### src/rtl/g_3arb_rr.sv
// g_3arb_rr: three-requester round-robin arbiter with active-low requests
// and one-hot active-low grants. A one-cycle all-high grant gap separates
// owners. A grant held for MAXHOLD cycles is forcibly released when another
// requester is waiting.
// Optional feature macro: G_3ARB_LOCK_EN adds the active-low LOCKN input,
// which holds off forced release while low during a grant.
//
// state   | meaning
// --------+--------------------------------------------------------------
// S_IDLE  | no owner; GN all high; next edge grants the first requester
//         | after the last owner in round-robin order
// S_GRANT | GN[GIDX] low; CNT counts held cycles; leaves on owner release
//         | or on forced release (TOUT pulse)
module g_3arb_rr #(
   parameter int MAXHOLD = 8,
   parameter int CW      = 4
) (
   input  logic       CK,
   input  logic       CD,
   input  logic [2:0] RN,
`ifdef G_3ARB_LOCK_EN
   input  logic       LOCKN,
`endif
   output logic [2:0] GN,
   output logic       VLD,
   output logic [1:0] GIDX,
   output logic       TOUT
);

   typedef enum logic {S_IDLE, S_GRANT} state_t;

   // CNT value at which the grant has been held MAXHOLD cycles
   localparam logic [CW-1:0] HOLD_LAST = (MAXHOLD == 0) ? '0 : CW'(MAXHOLD - 1);
   localparam bit            HOLD_EN   = (MAXHOLD != 0);

   state_t        state, state_nxt;
   logic [CW-1:0] cnt, cnt_nxt;
   logic [2:0]    gn_nxt;
   logic          vld_nxt;
   logic [1:0]    gidx_nxt;
   logic          tout_nxt;

   logic [2:0]    req;
   logic [1:0]    p0, p1, p2;
   logic [1:0]    sel;
   logic          sel_vld;
   logic          own_req;
   logic          others_req;
   logic          lock;
   logic          do_force;

   // request decode: only a solid 0 counts, so X/Z reads as deasserted
   always_comb begin
      for (int i = 0; i < 3; i++) begin
         req[i] = (RN[i] === 1'b0);
      end
   end

`ifdef G_3ARB_LOCK_EN
   // lock qualifier, only meaningful while a grant is held
   always_comb begin
      lock = (LOCKN === 1'b0);
   end
`else
   // without the lock option the arbiter is permanently unlocked
   always_comb begin
      lock = 1'b0;
   end
`endif

   // round-robin search order starts just after the last owner
   always_comb begin
      case (GIDX)
         2'd0:    begin p0 = 2'd1; p1 = 2'd2; p2 = 2'd0; end
         2'd1:    begin p0 = 2'd2; p1 = 2'd0; p2 = 2'd1; end
         default: begin p0 = 2'd0; p1 = 2'd1; p2 = 2'd2; end
      endcase
      sel_vld = |req;
      if (req[p0])      sel = p0;
      else if (req[p1]) sel = p1;
      else              sel = p2;
   end

   // owner / competitor status and forced-release decision
   always_comb begin
      case (GIDX)
         2'd0:    begin own_req = req[0]; others_req = req[1] | req[2]; end
         2'd1:    begin own_req = req[1]; others_req = req[0] | req[2]; end
         default: begin own_req = req[2]; others_req = req[0] | req[1]; end
      endcase
      do_force = HOLD_EN && (cnt >= HOLD_LAST) && others_req && own_req && !lock;
   end

   // state register plus registered outputs; reset wins over everything
   always_ff @(posedge CK) begin
      if (CD) begin
         state <= S_IDLE;
         cnt   <= '0;
         GN    <= 3'b111;
         VLD   <= 1'b0;
         GIDX  <= 2'd2;
         TOUT  <= 1'b0;
      end else begin
         state <= state_nxt;
         cnt   <= cnt_nxt;
         GN    <= gn_nxt;
         VLD   <= vld_nxt;
         GIDX  <= gidx_nxt;
         TOUT  <= tout_nxt;
      end
   end

   // next-state logic
   always_comb begin
      state_nxt = state;
      case (state)
         S_IDLE:  if (sel_vld) state_nxt = S_GRANT;
         S_GRANT: if (!own_req || do_force) state_nxt = S_IDLE;
         default: state_nxt = S_IDLE;
      endcase
   end

   // next values of the registered outputs and hold counter
   always_comb begin
      gn_nxt   = GN;
      vld_nxt  = VLD;
      gidx_nxt = GIDX;
      tout_nxt = 1'b0;
      cnt_nxt  = cnt;
      case (state)
         S_IDLE: begin
            if (sel_vld) begin
               gn_nxt   = ~(3'b001 << sel);
               vld_nxt  = 1'b1;
               gidx_nxt = sel;
               cnt_nxt  = '0;
            end else begin
               gn_nxt  = 3'b111;
               vld_nxt = 1'b0;
            end
         end
         S_GRANT: begin
            cnt_nxt = (cnt == '1) ? cnt : cnt + 1'b1;
            if (!own_req) begin
               gn_nxt  = 3'b111;
               vld_nxt = 1'b0;
            end else if (do_force) begin
               gn_nxt   = 3'b111;
               vld_nxt  = 1'b0;
               tout_nxt = 1'b1;
            end
         end
         default: begin
            gn_nxt  = 3'b111;
            vld_nxt = 1'b0;
         end
      endcase
   end

endmodule

### config.mk
export PLATFORM = sky130hd
export DESIGN_NAME = g_3arb_rr
export DESIGN_NICKNAME = d
export VERILOG_FILES = /design/src/rtl/g_3arb_rr.sv
export SDC_FILE = /design/constraint.sdc
export NUM_CORES = 1
export LEC_CHECK = 0
export BUFFER_PORTS_ARGS = -buffer_cell sky130_fd_sc_hd__buf_4
export CORE_AREA = 4 4 41 43
export CTS_BUF_LIST = sky130_fd_sc_hd__clkbuf_8
export DETAILED_ROUTE_END_ITERATION = 10
export DIE_AREA = 0 0 45 47
export PLACE_DENSITY = 0.69
export SLEW_MARGIN = 5
export SYNTH_ARGS = -nofsm -noshare
export SYNTH_HDL_FRONTEND = slang
export SYNTH_SLANG_ARGS = --single-unit
### constraint.sdc
create_clock -name CK -period 3.5 [get_ports CK]
set_input_delay 0.525 -clock CK [delete_from_list [all_inputs] [get_ports CK]]
set_output_delay 0.525 -clock CK [all_outputs]
set_load 0.01 [all_outputs]
==> out/metrics.sh, run 1 <==
FP.DIEH_UM=47
ACHIEVABLE_FREQUENCY_MHz=662.5
LAYOUT-DRIVE-GT1-SHARE_PCT=31.08
DIE_WIDTH_UM=45
FLOORPLAN.DIE_AREA_UM2=2115
YS.WARNINGS.COUNT=0
GRT_USE_TOTAL_PCT=14.39
SLOWEST_DELAY_NS=0.54
FINALCOREUTILIZATION_PCT=56.73
ROUTED_VIA_DENSITY=5.888
CP-END-KIND='output pin'
CLOCK_SINK_COUNT=12
CTS_REPAIR_RESIZE_COUNT=0
CPMAXSTAGEDELAYCELL='sky130_fd_sc_hd__dfxtp_1'
SYNTH_ENABLE_FLOP_CELLS=0
CLOCK-SKEW-FINAL_NS=0.001044
CLOCK_TREE.ROOT_CELL='sky130_fd_sc_hd__clkbuf_8'
SYNTH.AVG_CELL_AREA_UM2=9.791
CRITICAL_PATH_REQUIRED_NS=2.97
DRT_PASS1_ITERATIONS=2
GRT_START_MAX_NET_PINS=15
GLOBALROUTE.TOTALOVERFLOW=0
WORSTMARGINPINSLEW_NS=0.3781
CP.BUFFERS_INVERTERS=1
CLK_PATH_BUF_DEPTH=2
NETLIST_INSTANCES=63
CLOCK_NETWORK_LATENCY_TO_THE_LATER_PIN_OF_THE_WORST_SKEW_PAIR_NS=0.24
CRIT_PATH_MAX_FANOUT=10
NETLIST_AREA_UM2=616.8
IOS=12
SYNTH-SEQ-AREA-SHARE_PCT=38.95
DETAIL_ROUTE.WL_PER_CELL_UM=14.21
ANTENNA-DIODE-COUNT=0
SYNTH_ASYNC_SR_FLOP_SHARE_PCT=0
DRT_WL_TOTAL_MM=1.265
TOTALPOWERFINAL_uW=377.2
PORT_BUFS=11
DESIGN.CORE.AREA_UM2=1301
FINAL.PERIOD_UTILIZATION_PCT=43.13
STARTPOINT_TO_ENDPOINT_CLASS_OF_THE_CRITICAL_PATH='reg2out'
RSZ0062_AT_GRT='false'
AREAGROWTHSYNTHTOFINISH_PCT=19.68
GRT_PASS1_WL_MM=2.187
WORSTHOLDPATHTYPE='reg2reg'
DETAILROUTE.VIA_COUNT=524
ROWS=13
GPL.FINAL_WEIGHTED_CONGESTION=0.7077
INITIAL_CORE_UTIL_PCT=47.40
HTREE_LEVELS=1
DP_HPWL_UM=882.2
SETUP_TNS_FINAL_NS=0
FLIP_FLOP_AND_LATCH_COUNT_AFTER_SYNTHESIS=12
CP-START-KIND='register'
NUMCTSBUFFERS=3
WORSTPATHCELLLIST='buf_4'
CP_TOP_FAMILY='flip-flops'
ROUTE.ANTENNA.REMAINING_NETS=0
MIN_PERIOD_NS=1.510
CTS.REPORTEDPATHS.CLKPINSLEW_NS=0.06
NUMBER_OF_DESIGN_RULE_VIOLATIONS_LEFT_BY_THE_FIRST_DETAILED_ROUTER_ITERATION=6
TRITONCTS='done'
POST_CTS_REPAIR_TIMING_SETUP_BUFFER_COUNT=0
TIMING.FINAL.SETUP_VIOLATIONS=0
FINAL_NET_COUNT=81
P_LEAK_uW=0.0003076
LAYOUT_COMMONEST_CELL='sky130_fd_sc_hd__dfxtp_1'
SYNTH.LIB_CELLS_USED.DISTINCT=33
WORST_EP_ARRIVAL_TIME_NS=0.98
SYNTH_NETS=69
CAP_VIOL_MAX_COUNT=0
POSTCTSHOLDBUFS=0
OUTCOME='finished, final reports clean'
FINAL_HOLD_VIOL_COUNT=0
YS.FLOP_TYPE='sky130_fd_sc_hd__dfxtp_1'
MAX-SLEW-MARGIN-REL_PCT=74.76
VIA_COUNT_OF_THE_FIRST_GLOBAL_ROUTING_PASS=524
ROUTE.DETAILED.DRC=0
REPORT.FINAL.SLEW_VIOL_COUNT=0
PWR_DENSITY_CELL_nW_PER_UM2=510.9
ANTENNA_VIOLATIONS_BEFORE_REPAIR=0
VDD.IR_DROP.WORST_V=0.0002709
LAYOUT.CELLS.MOST_COMMON_LIST='sky130_fd_sc_hd__dfxtp_1, sky130_fd_sc_hd__buf_4, sky130_fd_sc_hd__nand3_1'
-- where the power goes --
group	internal (uW)	leakage, uW	switching, uW
logic	30.7	0.000180	29.8
registers	147	0.0000987	15.0
clock network	99.6	0.0000288	55.4
-- cells in the mapped netlist (2+ instances only) --
cell                      number  share of area [%]
sky130_fd_sc_hd__dfxtp_1      12                 39
sky130_fd_sc_hd__nand2_1       2                1.2
sky130_fd_sc_hd__o32a_1        2                3.2
sky130_fd_sc_hd__xor2_1        2                2.8
sky130_fd_sc_hd__nand3_1       6                4.9
sky130_fd_sc_hd__nor3_1        3                2.4
sky130_fd_sc_hd__a21oi_1       3                2.4
sky130_fd_sc_hd__nor2_1        5                3.0
sky130_fd_sc_hd__or2b_1        2                2.4
sky130_fd_sc_hd__o31a_1        2                2.8
sky130_fd_sc_hd__buf_6         2                3.7
-- sequential cells by signal, indices dropped and copies added, names as in the netlist --
register	flops
VLD	1
GIDX	2
GN	3
state	1
TOUT	1
cnt	4
-- routing by layer --
layer,vias to the layer above,GRT usage [%],wire [um]
met5,-,0,0
met4,0,7.018,17
met3,2,4.598,48
met2,12,23.45,591
met1,252,17.13,608
li1,258,-,-
-- path summary, 6_finish.rpt --
| check | startpoint | cells after the start | end | slack (ns) |
|---|---|---|---|---|
| setup / recovery | GIDX[1] | 1 | GIDX[1] | 1.99 |
| hold / removal | VLD | 2 | VLD | 0.49 |
| setup reg to reg | GIDX[1] | 4 | GN[2] | 2.02 |
| hold reg to reg | VLD | 2 | VLD | 0.49 |
-- metrics by stage --
step / instance area, um^2 / worst slack [ns] / cells / hold slack [ns]
6_report: 738.2 / 1.990 / 89 / 0.4902
3_3_place_gp: 683.2 / 1.850 / 85 / 0.4681
4_1_cts: 738.2 / 1.993 / 89 / 0.4904
2_1_floorplan: 616.8 / 2.018 / 63 / 0.4527
3_5_place_dp: 683.2 / 1.818 / 85 / 0.4793
5_1_grt: 738.2 / 1.904 / 89 / 0.4995
-- layout make-up --
cell class,instances,area (um^2)
Multi-Input combinational cell,47,341.6
Timing Repair Buffer,11,82.58
Fill cell,122,563.0
Tap cell,15,18.77
Sequential cell,12,240.2
Clock buffer,4,55.05
-- tightest hold or removal path: stages (launching register included) --
cell                       delay (ns)
sky130_fd_sc_hd__dfxtp_1         0.31
sky130_fd_sc_hd__nand2b_1        0.06
sky130_fd_sc_hd__o21ai_0         0.06
-- cells by family (layout without fill, tap and decap cells) --
kind of cell | count (synthesis) | in the layout | synth area share, %
buf+inv | 4 | 15 | 5.679
simple gates | 23 | 23 | 19.88
xor+xnor | 2 | 2 | 2.840
fa+ha+maj | 1 | 1 | 2.028
compound gates | 21 | 21 | 30.63
flops | 12 | 12 | 38.95
(Power assumes the default switching activity.)
==> inputs of run 2 (changes only) <==
--- a/config.mk
+++ b/config.mk
@@ -10,7 +10,7 @@
 export CTS_BUF_LIST = sky130_fd_sc_hd__clkbuf_8
 export DETAILED_ROUTE_END_ITERATION = 10
 export DIE_AREA = 0 0 45 47
-export PLACE_DENSITY = 0.69
+export PLACE_DENSITY = 0.71
 export SLEW_MARGIN = 5
 export SYNTH_ARGS = -nofsm -noshare
 export SYNTH_HDL_FRONTEND = slang
==> constraint.sdc (replaced) <==
create_clock -name CK -period 1.2 [get_ports CK]
set_input_delay 0.18 -clock CK [delete_from_list [all_inputs] [get_ports CK]]
set_output_delay 0.18 -clock CK [all_outputs]
set_load 0.01 [all_outputs]
==> run 2 against run 1 <==
Net effect:
- the flow now finishes with violations (setup timing)
- flip-flop and latch count stayed put
- cell count is 11% higher
- sequential share of layout area is 5.0 points lower
- setup slack worse by 2.1 ns
- combinational power grew to 4.3 times the previous value
- clock-buffer cell count stayed put
- largest power group unchanged
==> out/metrics.sh, run 2 (same netlist as run 1, synthesis figures left out) <==
VIOLATIONS_IN_THE_FINAL_REPORTS='setup timing'
INITIAL_CORE_UTIL_PCT=47.40  # unchanged
LAYOUT_COMMONEST_CELL='sky130_fd_sc_hd__buf_4'  # was sky130_fd_sc_hd__dfxtp_1
CLK_PATH_BUF_DEPTH=2  # unchanged
NUMBER_OF_DESIGN_RULE_VIOLATIONS_LEFT_BY_THE_FIRST_DETAILED_ROUTER_ITERATION=3  # was 6
DRT_PASS1_ITERATIONS=2  # unchanged
GRT_START_MAX_NET_PINS=15  # unchanged
CP.BUFFERS_INVERTERS=0  # was 1
FP.DIEH_UM=47  # unchanged
CP-END-KIND='register'  # was output pin
REPORT.FINAL.SLEW_VIOL_COUNT=0  # unchanged
CP_TOP_FAMILY='compound AO/OA/AOI/OAI gates'  # was flip-flops
GPL.FINAL_WEIGHTED_CONGESTION=0.7223  # was 0.7077
FLOORPLAN.DIE_AREA_UM2=2115  # unchanged
ROUTE.DETAILED.DRC=0  # unchanged
CLOCK_TREE.ROOT_CELL='sky130_fd_sc_hd__clkbuf_8'  # unchanged
FINAL_NET_COUNT=91  # was 81
DETAIL_ROUTE.WL_PER_CELL_UM=13.39  # was 14.21 um
MULTI_INPUT_COMB_AREA_UM2=422.9  # was 341.6 um^2
STARTPOINT_TO_ENDPOINT_CLASS_OF_THE_CRITICAL_PATH='reg2reg'  # was reg2out
CRITICAL_PATH_REQUIRED_NS=1.32  # was 2.97 ns
ROUTED_VIA_DENSITY=5.596  # was 5.888
CTS.REPORTEDPATHS.CLKPINSLEW_NS=0.05  # was 0.06 ns
P_INT_uW=862.4  # was 277.0 uW
DRT_WL_TOTAL_MM=1.326  # was 1.265 mm
TOTALPOWERFINAL_uW=1160  # was 377.2 uW
LAYOUT.CELLS.MOST_COMMON_LIST='sky130_fd_sc_hd__buf_4, sky130_fd_sc_hd__dfxtp_1, sky130_fd_sc_hd__nor2_1'  # was sky130_fd_sc_hd__dfxtp_1, sky130_fd_sc_hd__buf_4, sky130_fd_sc_hd__nand3_1
OUTCOME='finished with violations'  # was finished, final reports clean
PWR-SHARE-SEQ_PCT=40.7  # was 42.9%
PRE_CTS_WORST_SETUP_SLACK_NS=-0.1280  # was 1.818 ns
REGISTERS_WITH_THE_HIGHEST_FLIP_FLOP_COUNTS='cnt x4, GN x3, GIDX x2'  # unchanged
DP_HPWL_UM=981.1  # was 882.2 um
TRITONCTS='done'  # unchanged
GRT_USE_TOTAL_PCT=14.88  # was 14.39%
DETAILROUTE.VIA_COUNT=554  # was 524
PORT_BUFS=11  # unchanged
TIMING.FINAL.SETUP_VIOLATIONS=5  # was 0
PLACED_AREA_UM2=779.5  # was 683.2 um^2
CLOCK-SKEW-FINAL_NS=0.002681  # was 0.001044 ns
CRIT_REG_REG_STARTPOINT='cnt[1]'  # was GIDX[1]
MIN_PERIOD_NS=1.301
AREAGROWTHSYNTHTOFINISH_PCT=47.26  # was 19.68%
WORSTHOLDPATHTYPE='in2reg'  # was reg2reg
NUMCTSBUFFERS=3  # unchanged
FILL_CELL_TOTAL_OF_THE_FINISHED_LAYOUT=102  # was 122
ROUTE.ANTENNA.REMAINING_NETS=0  # unchanged
ACHIEVABLE_FREQUENCY_MHz=768.8
CRIT_PATH_MAX_FANOUT=4  # was 10
LARGEST_REGISTER_FF_COUNT=4  # unchanged
VDD.IR_DROP.WORST_V=0.0008288  # was 0.0002709 V
ANTENNA_VIOLATIONS_BEFORE_REPAIR=0  # unchanged
NETSWITCHINGFRACTION_PCT=25.67  # was 26.57%
POSTCTSHOLDBUFS=0  # unchanged
COMBPWRFRAC_PCT=22.4  # was 16.0%
ORIGIN_OF_THE_WORST_SETUP_PATH='cnt[1]'  # was GIDX[1]
MAX-SLEW-MARGIN-REL_PCT=82.73  # was 74.76%
TOP_REGISTER='cnt'  # unchanged
POWER_SWITCHING_uW=297.8  # was 100.2 uW
CLOCK_SINK_COUNT=12  # unchanged
GRT_PASS1_WL_MM=2.194  # was 2.187 mm
P_LEAK_uW=0.0003621  # was 0.0003076 uW
CP-START-KIND='register'  # unchanged
FINAL.PERIOD_UTILIZATION_PCT=108.4
FINISH.INSTANCE_AREA_UM2=908.4  # was 738.2 um^2
LAYOUT-DRIVE-GT1-SHARE_PCT=55.95  # was 31.08%
WORSTPATHCELLLIST='ha_4 > a21o_1 > o21ai_2 > o221ai_2 > o32a_1'  # was buf_4
CPMAXSTAGEDELAYCELL='sky130_fd_sc_hd__dfxtp_2'  # was sky130_fd_sc_hd__dfxtp_1
WORSTMARGINPINSLEW_NS=0.2590  # was 0.3781 ns
POWER.SHARE.CLOCK_PCT=36.9  # was 41.1%
WORST_EP_ARRIVAL_TIME_NS=1.42  # was 0.98 ns
ANTENNA-DIODE-COUNT=0  # unchanged
SETUP_WS_NS=-0.1007  # was 1.990 ns
DIE_WIDTH_UM=45  # unchanged
CAP_VIOL_MAX_COUNT=0  # unchanged
RSZ0062_AT_GRT='true'  # was false
PWR_DENSITY_CELL_nW_PER_UM2=1277  # was 510.9 nW/um^2
HTREE_LEVELS=1  # unchanged
SETUP.REG_TO_REG.WORST_SLACK_NS=-0.10  # was 2.02 ns
DESIGN.CORE.AREA_UM2=1301  # unchanged
GLOBALROUTE.TOTALOVERFLOW=0  # unchanged
VIA_COUNT_OF_THE_FIRST_GLOBAL_ROUTING_PASS=517  # was 524
FINAL_HOLD_VIOL_COUNT=0  # unchanged
TIMING.HOLD.WORST.START='CD'  # was VLD
IOS=12  # unchanged
SETUP_TNS_FINAL_NS=-0.2921  # was 0 ns
SLOWEST_DELAY_NS=0.33  # was 0.54 ns
LAYOUT.AREA.SEQ_UM2=250.2  # was 240.2 um^2
CLOCK_NETWORK_LATENCY_TO_THE_LATER_PIN_OF_THE_WORST_SKEW_PAIR_NS=0.24  # about the same
ROWS=13  # unchanged
## run 2: cell types whose count changed in the layout (fill, tap and decap cells not counted), sizes merged
cell and change:
buf +10
## run 2: timing repair
action | 4_1_cts | 5_1_grt
gates cloned | 0 | 0
gates resized for setup | 5 | 9
endpoints found under the setup margin | 7 | 11
buffers inserted | 1 | 0
pin swaps | 8 | 2
## run 2: final cells by class
class,count,share of cell area [%]
multi-input combinational,47,46.56
sequential,12,27.55
tap,15,2.066
timing repair buffer,21,17.77
clock buffer,4,6.061
## run 2: routing by layer
metal	wire (um)	track usage [%]	share of wire, %
met2	616	22.32	46
met5	0	0	0
met3	62	7.280	4.7
met4	18	7.018	1.4
met1	630	17.87	48
## run 2: power groups by stage
| stage | Combinational [uW] | Sequential (uW) | Clock (uW) |
|---|---|---|---|
| 2_1_floorplan | 141 | 473 | 0 |
| 4_1_cts | 241 | 471 | 445 |
| 6_report | 260 | 472 | 428 |
| 5_1_grt | 282 | 477 | 467 |
| 3_5_place_dp | 227 | 477 | 0 |
| 3_3_place_gp | 223 | 477 | 0 |
## run 2: worst paths after layout
kind	end	depth (start not counted)
worst max register to register	GN[2]	5
worst min register to register	GN[0]	1
worst max-delay path	GN[2]	5
worst min-delay path	GIDX[0]	2
## run 2: metrics by stage
step	util, %	instances	hold WS, ns
final	69.81	99	0.2131
after CTS	65.96	99	0.1976
after detailed placement	59.90	94	0.4616
after global placement	59.90	94	0.4529
after global routing	69.81	99	0.2043
after floorplan	-	63	0.3291
## run 2: worst register-to-register path: stages (launching register included)
cell and delay (ns):
sky130_fd_sc_hd__dfxtp_2 0.33, sky130_fd_sc_hd__ha_4 0.15, sky130_fd_sc_hd__a21o_1 0.17, sky130_fd_sc_hd__o21ai_2 0.07, sky130_fd_sc_hd__o221ai_2 0.15, sky130_fd_sc_hd__o32a_1 0.31
==> inputs of run 3 (changes only) <==
--- a/config.mk
+++ b/config.mk
@@ -10,7 +10,7 @@
 export CTS_BUF_LIST = sky130_fd_sc_hd__clkbuf_8
 export DETAILED_ROUTE_END_ITERATION = 10
 export DIE_AREA = 0 0 45 47
-export PLACE_DENSITY = 0.71
+export PLACE_DENSITY = 0.69
 export SLEW_MARGIN = 5
 export SYNTH_ARGS = -nofsm -noshare
 export SYNTH_HDL_FRONTEND = slang
==> constraint.sdc (replaced) <==
create_clock -name CK -period 1.4 [get_ports CK]
set_input_delay 0.21 -clock CK [delete_from_list [all_inputs] [get_ports CK]]
set_output_delay 0.21 -clock CK [all_outputs]
set_load 0.01 [all_outputs]
==> run 3 against run 2 <==
Net effect:
- the flow now finishes without violations
- routed wire length shrank 4.8%
- total power shrank 15%
- sequential power shrank 14%
- critical endpoint unchanged
- highest routed layer unchanged
==> out/metrics.sh, run 3 (same netlist as run 1, synthesis figures left out) <==
FP.DIEH_UM=47  # unchanged
ACHIEVABLE_FREQUENCY_MHz=751.5  # was 768.8 MHz
HTREE_LEVELS=1  # unchanged
LAYOUT.AREA.SEQ_UM2=246.5  # was 250.2 um^2
DIE_WIDTH_UM=45  # unchanged
NUMCTSBUFFERS=3  # unchanged
FINAL.PERIOD_UTILIZATION_PCT=95.04  # was 108.4%
REPORT.FINAL.SLEW_VIOL_COUNT=0  # unchanged
GLOBALROUTE.TOTALOVERFLOW=0  # unchanged
CLOCK_NETWORK_LATENCY_TO_THE_LATER_PIN_OF_THE_WORST_SKEW_PAIR_NS=0.24  # about the same
LARGEST_REGISTER_FF_COUNT=4  # unchanged
DRT_WL_TOTAL_MM=1.262  # was 1.326 mm
TOP_REGISTER='cnt'  # unchanged
WORST_R2R_PATH_DEPTH=5  # unchanged
DETAIL_ROUTE.WL_PER_CELL_UM=13.43  # was 13.39 um
LAYOUT-DRIVE-GT1-SHARE_PCT=41.77  # was 55.95%
DRT_PASS1_ITERATIONS=3  # was 2
FINAL_HOLD_VIOL_COUNT=0  # unchanged
CLOCK-SKEW-FINAL_NS=0.003777  # was 0.002681 ns
FINAL_NET_COUNT=86  # was 91
PWR_DENSITY_CELL_nW_PER_UM2=1188  # was 1277 nW/um^2
CLK_PATH_BUF_DEPTH=2  # unchanged
PLACE_INST=90  # was 94
DP_HPWL_UM=874.8  # was 981.1 um
STDCELL_COUNT=94  # was 99
STARTPOINT_TO_ENDPOINT_CLASS_OF_THE_CRITICAL_PATH='reg2reg'  # unchanged
DESIGN.CORE.AREA_UM2=1301  # unchanged
CLOCK_TREE.ROOT_CELL='sky130_fd_sc_hd__clkbuf_8'  # unchanged
TRITONCTS='done'  # unchanged
POSTCTSHOLDBUFS=0  # unchanged
TOTALPOWERFINAL_uW=987.0  # was 1160 uW
PORT_BUFS=11  # unchanged
GRT_START_MAX_NET_PINS=15  # unchanged
FILL_CELL_TOTAL_OF_THE_FINISHED_LAYOUT=118  # was 102
REGISTERS_WITH_THE_HIGHEST_FLIP_FLOP_COUNTS='cnt x4, GN x3, GIDX x2'  # unchanged
DETAILROUTE.VIA_COUNT=526  # was 554
AREAGROWTHSYNTHTOFINISH_PCT=34.69  # was 47.26%
MAX-SLEW-MARGIN-REL_PCT=75.88  # was 82.73%
SETUP_WS_NS=0.06940  # was -0.1007 ns
INITIAL_CORE_UTIL_PCT=47.40  # unchanged
LAYOUT.CELLS.MOST_COMMON_LIST='sky130_fd_sc_hd__buf_4, sky130_fd_sc_hd__dfxtp_1, sky130_fd_sc_hd__nand3_1'  # was sky130_fd_sc_hd__buf_4, sky130_fd_sc_hd__dfxtp_1, sky130_fd_sc_hd__nor2_1
MIN_PERIOD_NS=1.331  # was 1.301 ns
FIN_HOLD_WS_NS=0.2402  # was 0.2131 ns
IOS=12  # unchanged
ROUTE.ANTENNA.REMAINING_NETS=0  # unchanged
WORSTHOLDPATHTYPE='in2reg'  # unchanged
OUTCOME='finished, final reports clean'  # was finished with violations
CLOCK_SINK_COUNT=12  # unchanged
NUMBER_OF_DESIGN_RULE_VIOLATIONS_LEFT_BY_THE_FIRST_DETAILED_ROUTER_ITERATION=13  # was 3
TIMING.FINAL.SETUP_VIOLATIONS=0  # was 5
ROWS=13  # unchanged
ANTENNA-DIODE-COUNT=0  # unchanged
CAP_VIOL_MAX_COUNT=0  # unchanged
VIA_COUNT_OF_THE_FIRST_GLOBAL_ROUTING_PASS=496  # was 517
ROUTED_VIA_DENSITY=5.596  # about the same
ANTENNA_VIOLATIONS_BEFORE_REPAIR=0  # unchanged
CP-START-KIND='register'  # unchanged
FLOORPLAN.DIE_AREA_UM2=2115  # unchanged
CRIT_PATH_MAX_FANOUT=5  # was 4
WORSTMARGINPINSLEW_NS=0.3613  # was 0.2590 ns
GRT_USE_TOTAL_PCT=14.71  # was 14.88%
GPL.FINAL_WEIGHTED_CONGESTION=0.7001  # was 0.7223
P_LEAK_uW=0.0003340  # was 0.0003621 uW
WORST_EP_ARRIVAL_TIME_NS=1.46  # was 1.42 ns
MULTI_INPUT_COMB_AREA_UM2=386.6  # was 422.9 um^2
GRT_PASS1_WL_MM=2.201  # was 2.194 mm
CRITICAL_PATH_REQUIRED_NS=1.53  # was 1.32 ns
PRE_CTS_WORST_SETUP_SLACK_NS=0.006361  # was -0.1280 ns
CP-END-KIND='register'  # unchanged
ROUTE.DETAILED.DRC=0  # unchanged
VDD.IR_DROP.WORST_V=0.001039  # was 0.0008288 V
LAYOUT_COMMONEST_CELL='sky130_fd_sc_hd__buf_4'  # unchanged
RSZ0062_AT_GRT='true'  # unchanged
HOLDPATHSTAGES=2  # unchanged
CTS.REPORTEDPATHS.CLKPINSLEW_NS=0.06  # was 0.05 ns
## run 3: changes by cell type in the layout (fill, tap and decap cells not counted), moves of 2 or more
cell / change
sky130_fd_sc_hd__nand3_2: -3
sky130_fd_sc_hd__a21oi_1: +2
sky130_fd_sc_hd__buf_4: -5
sky130_fd_sc_hd__nand3_1: +4
## run 3: through the flow
stage                     setup TNS (ns)  utilization [%]  cell area [um^2]
after detailed placement               0            55.38             720.7
after global routing           -0.007271            63.85             830.8
after floorplan                        0                -             616.8
after global placement                 0            55.38             720.7
final                                  0            63.85             830.8
after CTS                              0            59.81             778.2
## run 3: cell type report
type,instances,area share (%)
clock buffers,4,6.627
multi-input cells,47,46.54
flip-flops and latches,12,29.67
well taps,15,2.259
repair buffers,16,14.91
## run 3: routing by layer
metal  track usage (%)  vias to the layer above  part of all wire [%]
met5                 0                        -                     0
met4             7.018                        0                   1.5
met3             5.364                        3                   5.4
met2             19.77                       12                    42
met1             20.60                      242                    51
li1                  -                      269                     -
## run 3: power by group
group | total [uW] | leakage [uW] | internal, uW | switching (uW)
Clock | 381 | 0.0000288 | 249 | 132
Combinational | 199 | 0.000206 | 105 | 93.4
Sequential | 408 | 0.0000994 | 369 | 38.8
## run 3: critical path, stage by stage, from the launching register on
cell and delay [ns]:
sky130_fd_sc_hd__dfxtp_1 0.34, sky130_fd_sc_hd__ha_4 0.17, sky130_fd_sc_hd__a21o_1 0.18, sky130_fd_sc_hd__o21ai_2 0.09, sky130_fd_sc_hd__o221ai_4 0.14, sky130_fd_sc_hd__o32a_1 0.31
## run 3: worst paths after layout
kind                              from  endpoint  slack, ns
worst max-delay path            cnt[1]     GN[2]       0.07
worst min-delay path                CD   GIDX[0]       0.24
worst max register to register  cnt[1]     GN[2]       0.07
worst min register to register   GN[0]     GN[0]       0.49
## run 3: timing repair
| item | CTS | global route |
|---|---|---|
| resized for setup | 1 | 10 |
| endpoints found under the setup margin | 2 | 5 |
| setup buffers | 0 | 0 |
| pin swaps | 1 | 1 |
